<file path="config.mk">
export PLATFORM = sky130hd
export DESIGN_NAME = pwm_ctrl_flat
export DESIGN_NICKNAME = d
export VERILOG_FILES = /design/src/rtl/pwm_ctrl_pkg.sv /design/src/rtl/pwm_ctrl_if.sv /design/src/rtl/pwm_chan.sv /design/src/rtl/pwm_ctrl.sv /design/src/flat_wrapper.sv
export SDC_FILE = /design/constraint.sdc
export NUM_CORES = 1
export LEC_CHECK = 0
export ABC_AREA = 1
export BUFFER_PORTS_ARGS = -buffer_cell sky130_fd_sc_hd__buf_2
export CELL_PAD_IN_SITES_DETAIL_PLACEMENT = 1
export CELL_PAD_IN_SITES_GLOBAL_PLACEMENT = 1
export CORE_ASPECT_RATIO = 0.8
export CORE_MARGIN = 4
export CORE_UTILIZATION = 46
export DETAILED_ROUTE_END_ITERATION = 12
export PLACE_DENSITY = 0.87
export RECOVER_POWER = 100
export SYNTH_ARGS = -nofsm -noshare
export SYNTH_HDL_FRONTEND = slang
export SYNTH_HIERARCHICAL = 1
export SYNTH_SLANG_ARGS = --single-unit
</file>
<file path="constraint.sdc">
create_clock -name clk -period 2.47 [get_ports clk]
set_input_delay 0.1235 -clock clk [delete_from_list [all_inputs] [get_ports clk]]
set_output_delay 0.1235 -clock clk [all_outputs]
set_load 0.03 [all_outputs]
</file>
<file path="src/rtl/pwm_ctrl_pkg.sv">
// Shared constants, types and helpers for the PWM controller.
// Holds the register map, the reset values and the address decoder
// so that the top level and the bench agree on one definition.
package pwm_ctrl_pkg;

  // Register map (4-bit address space)
  localparam logic [3:0] ADDR_PERIOD = 4'd0;
  localparam logic [3:0] ADDR_ENABLE = 4'd1;
  localparam logic [3:0] ADDR_DUTY0  = 4'd2;

  // Reset values of the PERIOD and DUTY registers (shadow and active)
  localparam int unsigned PERIOD_RST = 32'd15;
  localparam int unsigned DUTY_RST   = 32'd0;

  // Which register class a write address selects
  typedef enum logic [1:0] {
    WR_NONE   = 2'd0,
    WR_PERIOD = 2'd1,
    WR_ENABLE = 2'd2,
    WR_DUTY   = 2'd3
  } wr_kind_e;

  // Classify an address; anything outside the map decodes to WR_NONE
  // so that the caller can treat it as "no state change".
  function automatic wr_kind_e decode_addr(input logic [3:0] addr,
                                           input int unsigned num_ch);
    wr_kind_e kind;
    if (addr == ADDR_PERIOD) begin
      kind = WR_PERIOD;
    end else if (addr == ADDR_ENABLE) begin
      kind = WR_ENABLE;
    end else if ((32'(addr) >= 32'(ADDR_DUTY0)) &&
                 (32'(addr) <  (32'(ADDR_DUTY0) + num_ch))) begin
      kind = WR_DUTY;
    end else begin
      kind = WR_NONE;
    end
    return kind;
  endfunction

endpackage

</file>
<file path="src/rtl/pwm_ctrl_if.sv">
// Register-write bus and status outputs of the PWM controller.
// The master side (software / bench) issues writes and observes status;
// the slave side is the controller itself.
interface pwm_ctrl_if #(
  parameter int NUM_CH = 4,
  parameter int CNT_W  = 16
);

  logic              wr_en;
  logic [3:0]        wr_addr;
  logic [CNT_W-1:0]  wr_data;
  logic [NUM_CH-1:0] pwm_out;
  logic [CNT_W-1:0]  cnt;
  logic              period_tick;
  logic              upd_pend;

  modport master (
    output wr_en, wr_addr, wr_data,
    input  pwm_out, cnt, period_tick, upd_pend
  );

  modport slave (
    input  wr_en, wr_addr, wr_data,
    output pwm_out, cnt, period_tick, upd_pend
  );

endinterface

</file>
<file path="src/rtl/pwm_chan.sv">
// One PWM channel: DUTY shadow register, DUTY active register and the
// registered compare output. The shared counter and the wrap strobe come
// from the controller; the active duty only changes in a wrap cycle, so a
// write in the wrap cycle itself lands one full period later.
module pwm_chan #(
  parameter int CNT_W = 16
) (
  input  logic             clk,
  input  logic             rst,
  input  logic [CNT_W-1:0] cnt_i,
  input  logic             wrap_i,
  input  logic             en_i,
  input  logic             wr_sel_i,
  input  logic [CNT_W-1:0] wr_data_i,
  output logic             pwm_o
);

  import pwm_ctrl_pkg::*;

  logic [CNT_W-1:0] duty_shd_q, duty_shd_d;
  logic [CNT_W-1:0] duty_act_q, duty_act_d;
  logic             pwm_q,      pwm_d;

  // Next-state: shadow follows writes, active follows shadow at wrap,
  // output is the unsigned compare against the pre-edge counter.
  always_comb begin
    duty_shd_d = duty_shd_q;
    duty_act_d = duty_act_q;
    pwm_d      = 1'b0;
    if (wr_sel_i) begin
      duty_shd_d = wr_data_i;
    end else begin
      duty_shd_d = duty_shd_q;
    end
    if (wrap_i) begin
      duty_act_d = duty_shd_q;
    end else begin
      duty_act_d = duty_act_q;
    end
    pwm_d = en_i & (cnt_i < duty_act_q);
  end

  // Channel state registers with synchronous reset
  always_ff @(posedge clk) begin
    if (rst) begin
      duty_shd_q <= CNT_W'(DUTY_RST);
      duty_act_q <= CNT_W'(DUTY_RST);
      pwm_q      <= 1'b0;
    end else begin
      duty_shd_q <= duty_shd_d;
      duty_act_q <= duty_act_d;
      pwm_q      <= pwm_d;
    end
  end

  assign pwm_o = pwm_q;

endmodule

</file>
<file path="src/rtl/pwm_ctrl.sv">
// Multi-channel PWM controller with shadowed registers.
// A single up-counter runs from 0 to the active PERIOD and wraps; all
// active registers (PERIOD, ENABLE, every DUTY) reload from their shadows
// together in the wrap cycle so a period is never built from a mix of old
// and new settings. Writes only touch the shadows.
module pwm_ctrl #(
  parameter int NUM_CH = 4,
  parameter int CNT_W  = 16
) (
  input  logic       clk,
  input  logic       rst,
  pwm_ctrl_if.slave  bus
);

  import pwm_ctrl_pkg::*;

  // Address decode
  wr_kind_e          wr_kind_s;
  logic              wr_valid_s;
  logic              wr_period_s;
  logic              wr_enable_s;
  logic [NUM_CH-1:0] wr_duty_sel_s;

  // Counter and wrap
  logic [CNT_W-1:0]  cnt_q, cnt_d;
  logic              wrap_s;

  // PERIOD and ENABLE shadow / active registers
  logic [CNT_W-1:0]  per_shd_q, per_shd_d;
  logic [CNT_W-1:0]  per_act_q, per_act_d;
  logic [NUM_CH-1:0] en_shd_q,  en_shd_d;
  logic [NUM_CH-1:0] en_act_q,  en_act_d;

  // Status flags
  logic              tick_q, tick_d;
  logic              upd_pend_q, upd_pend_d;

  // Channel outputs
  logic [NUM_CH-1:0] pwm_s;

  assign wr_kind_s   = decode_addr(bus.wr_addr, NUM_CH);
  assign wr_valid_s  = bus.wr_en & (wr_kind_s != WR_NONE);
  assign wr_period_s = bus.wr_en & (wr_kind_s == WR_PERIOD);
  assign wr_enable_s = bus.wr_en & (wr_kind_s == WR_ENABLE);

  // The wrap cycle: counter has reached the active period. With a period
  // of zero this is true every cycle, which keeps period_tick high.
  assign wrap_s = (cnt_q == per_act_q);

  // Per-channel DUTY write select, one-hot over the DUTY address range
  genvar gi;
  generate
    for (gi = 0; gi < NUM_CH; gi++) begin : g_sel
      assign wr_duty_sel_s[gi] = bus.wr_en & (wr_kind_s == WR_DUTY) &
                                 (bus.wr_addr == 4'(32'(ADDR_DUTY0) + gi));
    end
  endgenerate

  // Counter next-state. If a shorter period was ever loaded while the
  // counter was already beyond it, the increment simply rolls over at
  // 2^CNT_W-1 and the counter re-enters the valid range from 0.
  always_comb begin
    cnt_d = cnt_q;
    if (wrap_s) begin
      cnt_d = {CNT_W{1'b0}};
    end else begin
      cnt_d = cnt_q + {{(CNT_W-1){1'b0}}, 1'b1};
    end
  end

  // Shadow registers: updated by writes only, ENABLE upper bits dropped
  always_comb begin
    per_shd_d = per_shd_q;
    en_shd_d  = en_shd_q;
    if (wr_period_s) begin
      per_shd_d = bus.wr_data;
    end else begin
      per_shd_d = per_shd_q;
    end
    if (wr_enable_s) begin
      en_shd_d = bus.wr_data[NUM_CH-1:0];
    end else begin
      en_shd_d = en_shd_q;
    end
  end

  // Active registers: reload from the pre-write shadow value in a wrap
  // cycle, so a write landing in the wrap cycle waits a full period.
  always_comb begin
    per_act_d = per_act_q;
    en_act_d  = en_act_q;
    if (wrap_s) begin
      per_act_d = per_shd_q;
      en_act_d  = en_shd_q;
    end else begin
      per_act_d = per_act_q;
      en_act_d  = en_act_q;
    end
  end

  // Status: tick follows the wrap by one cycle; pending is set by any
  // valid write and cleared by a wrap that carries no new write.
  always_comb begin
    tick_d     = wrap_s;
    upd_pend_d = upd_pend_q;
    if (wr_valid_s) begin
      upd_pend_d = 1'b1;
    end else if (wrap_s) begin
      upd_pend_d = 1'b0;
    end else begin
      upd_pend_d = upd_pend_q;
    end
  end

  // Controller state registers; reset also drops any pending shadow write
  always_ff @(posedge clk) begin
    if (rst) begin
      cnt_q      <= {CNT_W{1'b0}};
      per_shd_q  <= CNT_W'(PERIOD_RST);
      per_act_q  <= CNT_W'(PERIOD_RST);
      en_shd_q   <= {NUM_CH{1'b0}};
      en_act_q   <= {NUM_CH{1'b0}};
      tick_q     <= 1'b0;
      upd_pend_q <= 1'b0;
    end else begin
      cnt_q      <= cnt_d;
      per_shd_q  <= per_shd_d;
      per_act_q  <= per_act_d;
      en_shd_q   <= en_shd_d;
      en_act_q   <= en_act_d;
      tick_q     <= tick_d;
      upd_pend_q <= upd_pend_d;
    end
  end

  // One channel instance per PWM output
  generate
    for (gi = 0; gi < NUM_CH; gi++) begin : g_chan
      pwm_chan #(
        .CNT_W (CNT_W)
      ) u_chan (
        .clk       (clk),
        .rst       (rst),
        .cnt_i     (cnt_q),
        .wrap_i    (wrap_s),
        .en_i      (en_act_q[gi]),
        .wr_sel_i  (wr_duty_sel_s[gi]),
        .wr_data_i (bus.wr_data),
        .pwm_o     (pwm_s[gi])
      );
    end
  endgenerate

  assign bus.pwm_out     = pwm_s;
  assign bus.cnt         = cnt_q;
  assign bus.period_tick = tick_q;
  assign bus.upd_pend    = upd_pend_q;

endmodule

</file>
<file path="src/flat_wrapper.sv">
// flat-port wrapper written by rule: the top's interface ports become plain ports
module pwm_ctrl_flat import pwm_ctrl_pkg::*;
#(
  parameter int NUM_CH = 4,
  parameter int CNT_W  = 16
)
  (clk, rst, bus_wr_en, bus_wr_addr, bus_wr_data, bus_pwm_out, bus_cnt, bus_period_tick, bus_upd_pend);
  pwm_ctrl_if #(.NUM_CH(NUM_CH), .CNT_W(CNT_W)) bus_i ();
  input  logic clk;
  input  logic rst;
  input wire logic [$bits(bus_i.wr_en)-1:0] bus_wr_en;
  input wire logic [$bits(bus_i.wr_addr)-1:0] bus_wr_addr;
  input wire logic [$bits(bus_i.wr_data)-1:0] bus_wr_data;
  output wire logic [$bits(bus_i.pwm_out)-1:0] bus_pwm_out;
  output wire logic [$bits(bus_i.cnt)-1:0] bus_cnt;
  output wire logic [$bits(bus_i.period_tick)-1:0] bus_period_tick;
  output wire logic [$bits(bus_i.upd_pend)-1:0] bus_upd_pend;
  assign bus_i.wr_en = bus_wr_en;
  assign bus_i.wr_addr = bus_wr_addr;
  assign bus_i.wr_data = bus_wr_data;
  assign bus_pwm_out = bus_i.pwm_out;
  assign bus_cnt = bus_i.cnt;
  assign bus_period_tick = bus_i.period_tick;
  assign bus_upd_pend = bus_i.upd_pend;
  pwm_ctrl #(.NUM_CH(NUM_CH), .CNT_W(CNT_W)) u_core (.clk(clk), .rst(rst), .bus(bus_i));
endmodule
</file>
# Yosys cells after proc, flatten, opt, wreduce, memory -nomap -nowiden
# Cells that the tools add are included.
dict set report totals {
  register_bits 190
  output_inout_bits 22
  wordCells 57
}
dict set report classes {
  addsub 1
  order_cmp 6
  eq_ne 9
  n_mux 5
  bitwise_logic 12
  n_reduce_logical 5
}
# operator count
set ops {}
lappend ops {{$lt 16x16->1} 4}
lappend ops {{$add 16x1->16 const B} 1}
lappend ops {{$eq 16x16->1} 1}
lappend ops {{$and 1x1->1} 12}
lappend ops {{$eq 4x2->1 const B} 2}
lappend ops {{$eq 4x3->1 const B} 2}
lappend ops {{$mux 2} 3}
lappend ops {{$eq 2x2->1 const B} 2}
lappend ops {{$eq 4x1->1 const B} 1}
lappend ops {{$ge 4x2->1 const B} 1}
lappend ops {{$logic_not 4->1} 1}
lappend ops {{$lt 4x3->1 const B} 1}
lappend ops {{$reduce_bool 2->1} 2}
lappend ops {{$eq 2x1->1 const B} 1}
lappend ops {{$mux 1} 2}
lappend ops {{$reduce_or 2->1} 1}
lappend ops {{$logic_and 1x1->1} 1}

# Depth between registers and ports, before layout
dict set report logic_depth {
  ltp_word 8
  mapped_depth 13
}

# Cells and area by module
# The synthesis kept the hierarchy.
# mod instances cells_per_inst area_per_inst_um2 seq_area_each_um2
set modules_own_cells {}
lappend modules_own_cells {pwm_chan 4 192 1601.5 660.6}
lappend modules_own_cells {pwm_ctrl 1 380 2653.8 1161.1}

# Worst setup path before layout
# No wires, ideal clock.
dict set report synth_timing {
  path_kind {reg2reg}
  startpoint {reg u_core.cnt_q[10] (netlist: u_core/bus.cnt[10])}
  endpoint {reg u_core.g_chan[0].u_chan.duty_act_q[15]}
  t_arrival_ns 2.011
  setup_slack_ns 0.373
  stages_incl_launch_ff 13
  n_path_buf 2
  path_cell_list {dfxtp_1 inv_1 nand2_1 nand2_1 nor2_1 nand2_1 nor2_2 nand2_4 buf_6 inv_1 inv_2 buf_2 a211oi_1}
}
dict set report synth_between {
  elab_chain_len 1
}
# element line
set synth_lines {}
lappend synth_lines {{start, declared} pwm_ctrl.sv:25} ;# logic [CNT_W-1:0] cnt_q, cnt_d;
lappend synth_lines {{start signal, assigned} pwm_ctrl.sv:118} ;# cnt_q <= {CNT_W{1'b0}};
lappend synth_lines {{start signal, assigned} pwm_ctrl.sv:126} ;# cnt_q <= cnt_d;
lappend synth_lines {{$eq 16x16->1} pwm_ctrl.sv:48} ;# assign wrap_s = (cnt_q == per_act_q);
lappend synth_lines {{via u_core.tick_d} pwm_ctrl.sv:35} ;# logic tick_q, tick_d;
lappend synth_lines {{end signal, assigned} pwm_chan.sv:47} ;# duty_act_q <= CNT_W'(DUTY_RST);
lappend synth_lines {{end signal, assigned} pwm_chan.sv:51} ;# duty_act_q <= duty_act_d;
lappend synth_lines {{end, declared} pwm_chan.sv:21} ;# logic [CNT_W-1:0] duty_act_q, duty_act_d;
# The timed path passes the listed nets, and every way through them passes these cells.
# A chain may end at the register's enable or synchronous reset.

# Worst setup path after layout
dict set report layout_timing {
  startpoint {in bus_wr_addr[3]}
  endpoint {reg u_core.g_chan[3].u_chan.duty_shd_q[9]}
}
dict set report layout_between {
  elab_chain_len 8
}
# element line
set layout_lines {}
lappend layout_lines {{start, declared} flat_wrapper.sv:12} ;# input wire logic [$bits(bus_i.wr_addr)-1:0] bus_wr_addr;
lappend layout_lines {{$ge 4x2->1 / $lt 4x3->1 (equally long branches)} {pwm_ctrl_pkg.sv:32, pwm_ctrl_pkg.sv:33}}
lappend layout_lines {{$logic_and 1x1->1} pwm_ctrl_pkg.sv:32} ;# end else if ((32'(addr) >= 32'(ADDR_DUTY0)) &&
lappend layout_lines {{$mux 2} pwm_ctrl_pkg.sv:32}
lappend layout_lines {{$mux 2} pwm_ctrl_pkg.sv:30} ;# end else if (addr == ADDR_ENABLE) begin
lappend layout_lines {{$mux 2} pwm_ctrl_pkg.sv:28} ;# if (addr == ADDR_PERIOD) begin
lappend layout_lines {{$eq 2x2->1} pwm_ctrl.sv:54} ;# assign wr_duty_sel_s[gi] = bus.wr_en & (wr_kind_s == WR_DUTY) &
lappend layout_lines {{$and 1x1->1} pwm_ctrl.sv:54}
lappend layout_lines {{$and 1x1->1 (*)} pwm_ctrl.sv:54}
lappend layout_lines {{via u_core.wr_duty_sel_s[3]} pwm_ctrl.sv:22} ;# logic [NUM_CH-1:0] wr_duty_sel_s;
lappend layout_lines {{end signal, assigned} pwm_chan.sv:46} ;# duty_shd_q <= CNT_W'(DUTY_RST);
lappend layout_lines {{end signal, assigned} pwm_chan.sv:50} ;# duty_shd_q <= duty_shd_d;
lappend layout_lines {{end, declared} pwm_chan.sv:20} ;# logic [CNT_W-1:0] duty_shd_q, duty_shd_d;
# Mark *: on every way through the listed nets, which the timed path passes. The rest lies on a longest branch.

==> flow_metrics.env <==
export IMPL_ys_ff_latch=190
export IMPL_critPathMaxFanout=16
export IMPL_clock_sinks=190
export IMPL_powerDensity_nw_per_um2=631
export IMPL_remaining_drc_errors=0
export IMPL_track_usage_pct=24.7
export IMPL_vias=7786
export IMPL_async_flop_share_pct=0
export IMPL_min_period_ps=2300
export IMPL_wl_mm=26.5
export IMPL_cts_tree="built"
export IMPL_cts_max_path_buffers=2
export IMPL_yosysWarnings=6
export IMPL_worstReg2RegEnd="u_core/g_chan[3].u_chan/duty_act_q[9]$_SDFFE_PP0P_"
export IMPL_wire_per_inst_um=18.1
export IMPL_cap_violations=0
export IMPL_antenna_diode_count=0
export IMPL_arrival_ps=2600
export IMPL_grt_antenna_before_repair=0
export IMPL_ys_seq_area_share_pct=42.0
export IMPL_clk_latency_ps=450
export IMPL_crit_chain="dlygate4sd3_1 -> clkbuf_1 -> a211oi_1 -> nand2_1 -> nor3_2 -> clkinvlp_2 -> nand2_1 -> a21oi_1"
export IMPL_hold_depth=3
export IMPL_peakVddDrop_v=0.000369
export IMPL_drtAntennaViolNets=0
export IMPL_synth_cells=1148
export IMPL_achievable_frequency_mhz=434
export IMPL_fin_crit_sh_pct=93.2
export IMPL_via_per_inst=5.34
export IMPL_clk_pin_slew_worst_paths_ps=70
export IMPL_critical_path_startpoint_type="primary input"
export IMPL_syn_to_final_growth_pct=10.8
export IMPL_pre_cts_slack_ps=236
export IMPL_cts_made_buffers=17
export IMPL_critPathMostFrequentCell="nand2_1"
export IMPL_hold_viol_final=0
export IMPL_synth_edff_count=0
export IMPL_syn_area_um2=9060
export IMPL_power_total_mw=6.34
export IMPL_rr_worst_depth=11
export IMPL_syn_area_per_cell_um2=7.89
export IMPL_die_w_um=165
export IMPL_slew_viol_final=0
export IMPL_synth_nets=1232
export IMPL_first_global_vias=8083
export IMPL_slowest_stage="clkinvlp_2"
export IMPL_htreeDepth=4
export IMPL_postCtsSetupBuffers=0
export IMPL_core_um2=19100
export IMPL_hold_end="u_core/g_chan[0].u_chan/duty_shd_q[5]$_SDFFE_PP0P_"
export IMPL_die_h_um=134
export IMPL_hold_start="bus_wr_data[5]"
export IMPL_firstDrtPassIters=5
export IMPL_fin_nets=1273
export IMPL_cpPeakStageDelay_ps=590
export IMPL_p_leak_nw=4.19
export IMPL_r2r_setup_slack_ps=170
export IMPL_worst_slew_pin_slew_ps=917
export IMPL_worst_slack_ps=167
export IMPL_row_count=45
export IMPL_relSlewSlack_pct=38.8
export IMPL_endpoint_kind="flop"
export IMPL_crit_type="in2reg"
export IMPL_setup_violations=0
export IMPL_initial_core_util_pct=47.3
export IMPL_grt_pass1_wl_mm=42.4
export IMPL_synth_ff_type="dfxtp_1"
export IMPL_gp_congestion=0.808
export IMPL_r2r_start="u_core/bus.cnt[11]$_SDFF_PP0_"
export IMPL_min_path_type="in2reg"
export IMPL_ys_types=32
export IMPL_cp_required_ps=2770
export IMPL_dieArea_um2=22000
export IMPL_clock_skew_ps=11.2
export IMPL_rsz0062_at_grt="true"
export IMPL_status="complete, no violations"
export IMPL_netlist_area_leader_share_pct=42.0
export IMPL_synth_top_cell_by_area="dfxtp_1"
export IMPL_root_buffer="clkbuf_16"
export IMPL_fill_cells=2383
export IMPL_hpwlAfterDp_mm=18.2
export IMPL_drt_initial_drc_count=534
export IMPL_yosysMostFrequentCell="nand2_1"
export IMPL_yosys_top_cells_area="dfxtp_1 42%, nand2_1 13%, ha_1 8.4%"
export IMPL_grt_max_degree=146
export IMPL_top_level_ports=45
export IMPL_synth_common_cells="313 x nand2_1, 190 x dfxtp_1, 123 x nor2_1"
export IMPL_io_buffers=44
export IMPL_grt_overflow_total=0
export IMPL_cts_resized=0
export IMPL_layout_drive_gt1_share_pct=13.7
-- metal layers --
layer	global-route usage (%)	routed length, um	up-vias
li1	-	-	3777
met1	32.6	12100	3819
met2	41.4	12800	160
met3	3.96	1160	30
met4	7.85	396	0
met5	0	0	-
-- power breakdown --
group	switching (mW)	total, mW	internal (mW)
clock	1.23	2.93	1.70
combinational	0.225	0.309	0.0846
sequential	0.0153	3.10	3.08
total	1.47	6.34	4.86
-- metrics by stage --
stage	hold WS (ps)	std cells	instance area (um^2)	TNS [ps]	utilization (%)
4_1_cts	2.30	1459	10100	0	52.9
3_3_place_gp	428	1420	9420	0	49.2
2_1_floorplan	193	1148	9060	0	-
6_report	20.6	1459	10000	0	52.4
3_5_place_dp	442	1420	9420	0	49.2
5_1_grt	16.0	1459	10000	-95.9	52.4
-- layout by cell type, fill, tap and decap left out, drive strengths merged, types with 39 or more instances in the layout --
cell type / count
nand2: 320
dfxtp: 190
nor2: 135
inv: 122
a21oi: 108
ha: 61
a211oi: 61
buf: 46
clkbuf: 45
nand3: 39
-- critical path, delay by kind of cell --
| kind | cells | cell delay (ps) |
|---|---|---|
| buffers and inverters | 3 | 1270 |
| AND/OR/NAND/NOR | 3 | 660 |
| AO/OA/AOI/OAI | 2 | 540 |
-- flip-flops by register name, indices dropped and copies added (netlist names) --
signal and cells:
u_core/bus.cnt 16, u_core/bus.period_tick 1, u_core/bus.upd_pend 1, u_core/en_act_q 4, u_core/en_shd_q 4, u_core/g_chan.u_chan/duty_act_q 64, u_core/g_chan.u_chan/duty_shd_q 64, u_core/g_chan.u_chan/pwm_o 4
u_core/per_act_q 16, u_core/per_shd_q 16
-- how the worst max path moves through the flow --
stage / startpoint / end / slack (ps) / depth (start not counted)
2_1_floorplan: u_core/bus.cnt[10]$_SDFF_PP0_ / u_core/g_chan[0].u_chan/duty_act_q[15]$_SDFFE_PP0P_ / 370 / 12
4_1_cts: u_core/bus.cnt[11]$_SDFF_PP0_ / u_core/g_chan[0].u_chan/duty_act_q[10]$_SDFFE_PP0P_ / 210 / 11
3_5_place_dp: u_core/bus.cnt[11]$_SDFF_PP0_ / u_core/g_chan[0].u_chan/duty_act_q[10]$_SDFFE_PP0P_ / 240 / 11
6_report: bus_wr_addr[3] / u_core/g_chan[3].u_chan/duty_shd_q[9]$_SDFFE_PP0P_ / 170 / 8
3_3_place_gp: u_core/bus.cnt[11]$_SDFF_PP0_ / u_core/g_chan[0].u_chan/duty_act_q[13]$_SDFFE_PP0P_ / 340 / 11
5_1_grt: u_core/bus.cnt[11]$_SDFF_PP0_ / u_core/g_chan[3].u_chan/duty_act_q[9]$_SDFFE_PP0P_ / -30 / 11
-- layout make-up --
type / instances / area (um^2) / share of cell area (%)
timing repair buffer: 77 / 482 / 4.80
tap: 258 / 323 / 3.22
inverter: 125 / 472 / 4.70
multi-input combinational: 778 / 4340 / 43.2
clock inverter: 9 / 134 / 1.33
sequential: 190 / 3800 / 37.9
clock buffer: 22 / 484 / 4.82
-- what timing repair did --
action | CTS | global route
setup endpoints to repair | 0 | 9
endpoints found under the hold margin | 17 | 0
hold buffers | 8 | 0
-- kinds of logic after synthesis --
family	synth area share, %
buf+inv	9.74
fa+ha+maj	8.42
compound gates	14.2
xor+xnor	1.06
flops	42.0
simple gates	24.6
Note: power is estimated with default switching activity, not from simulation.
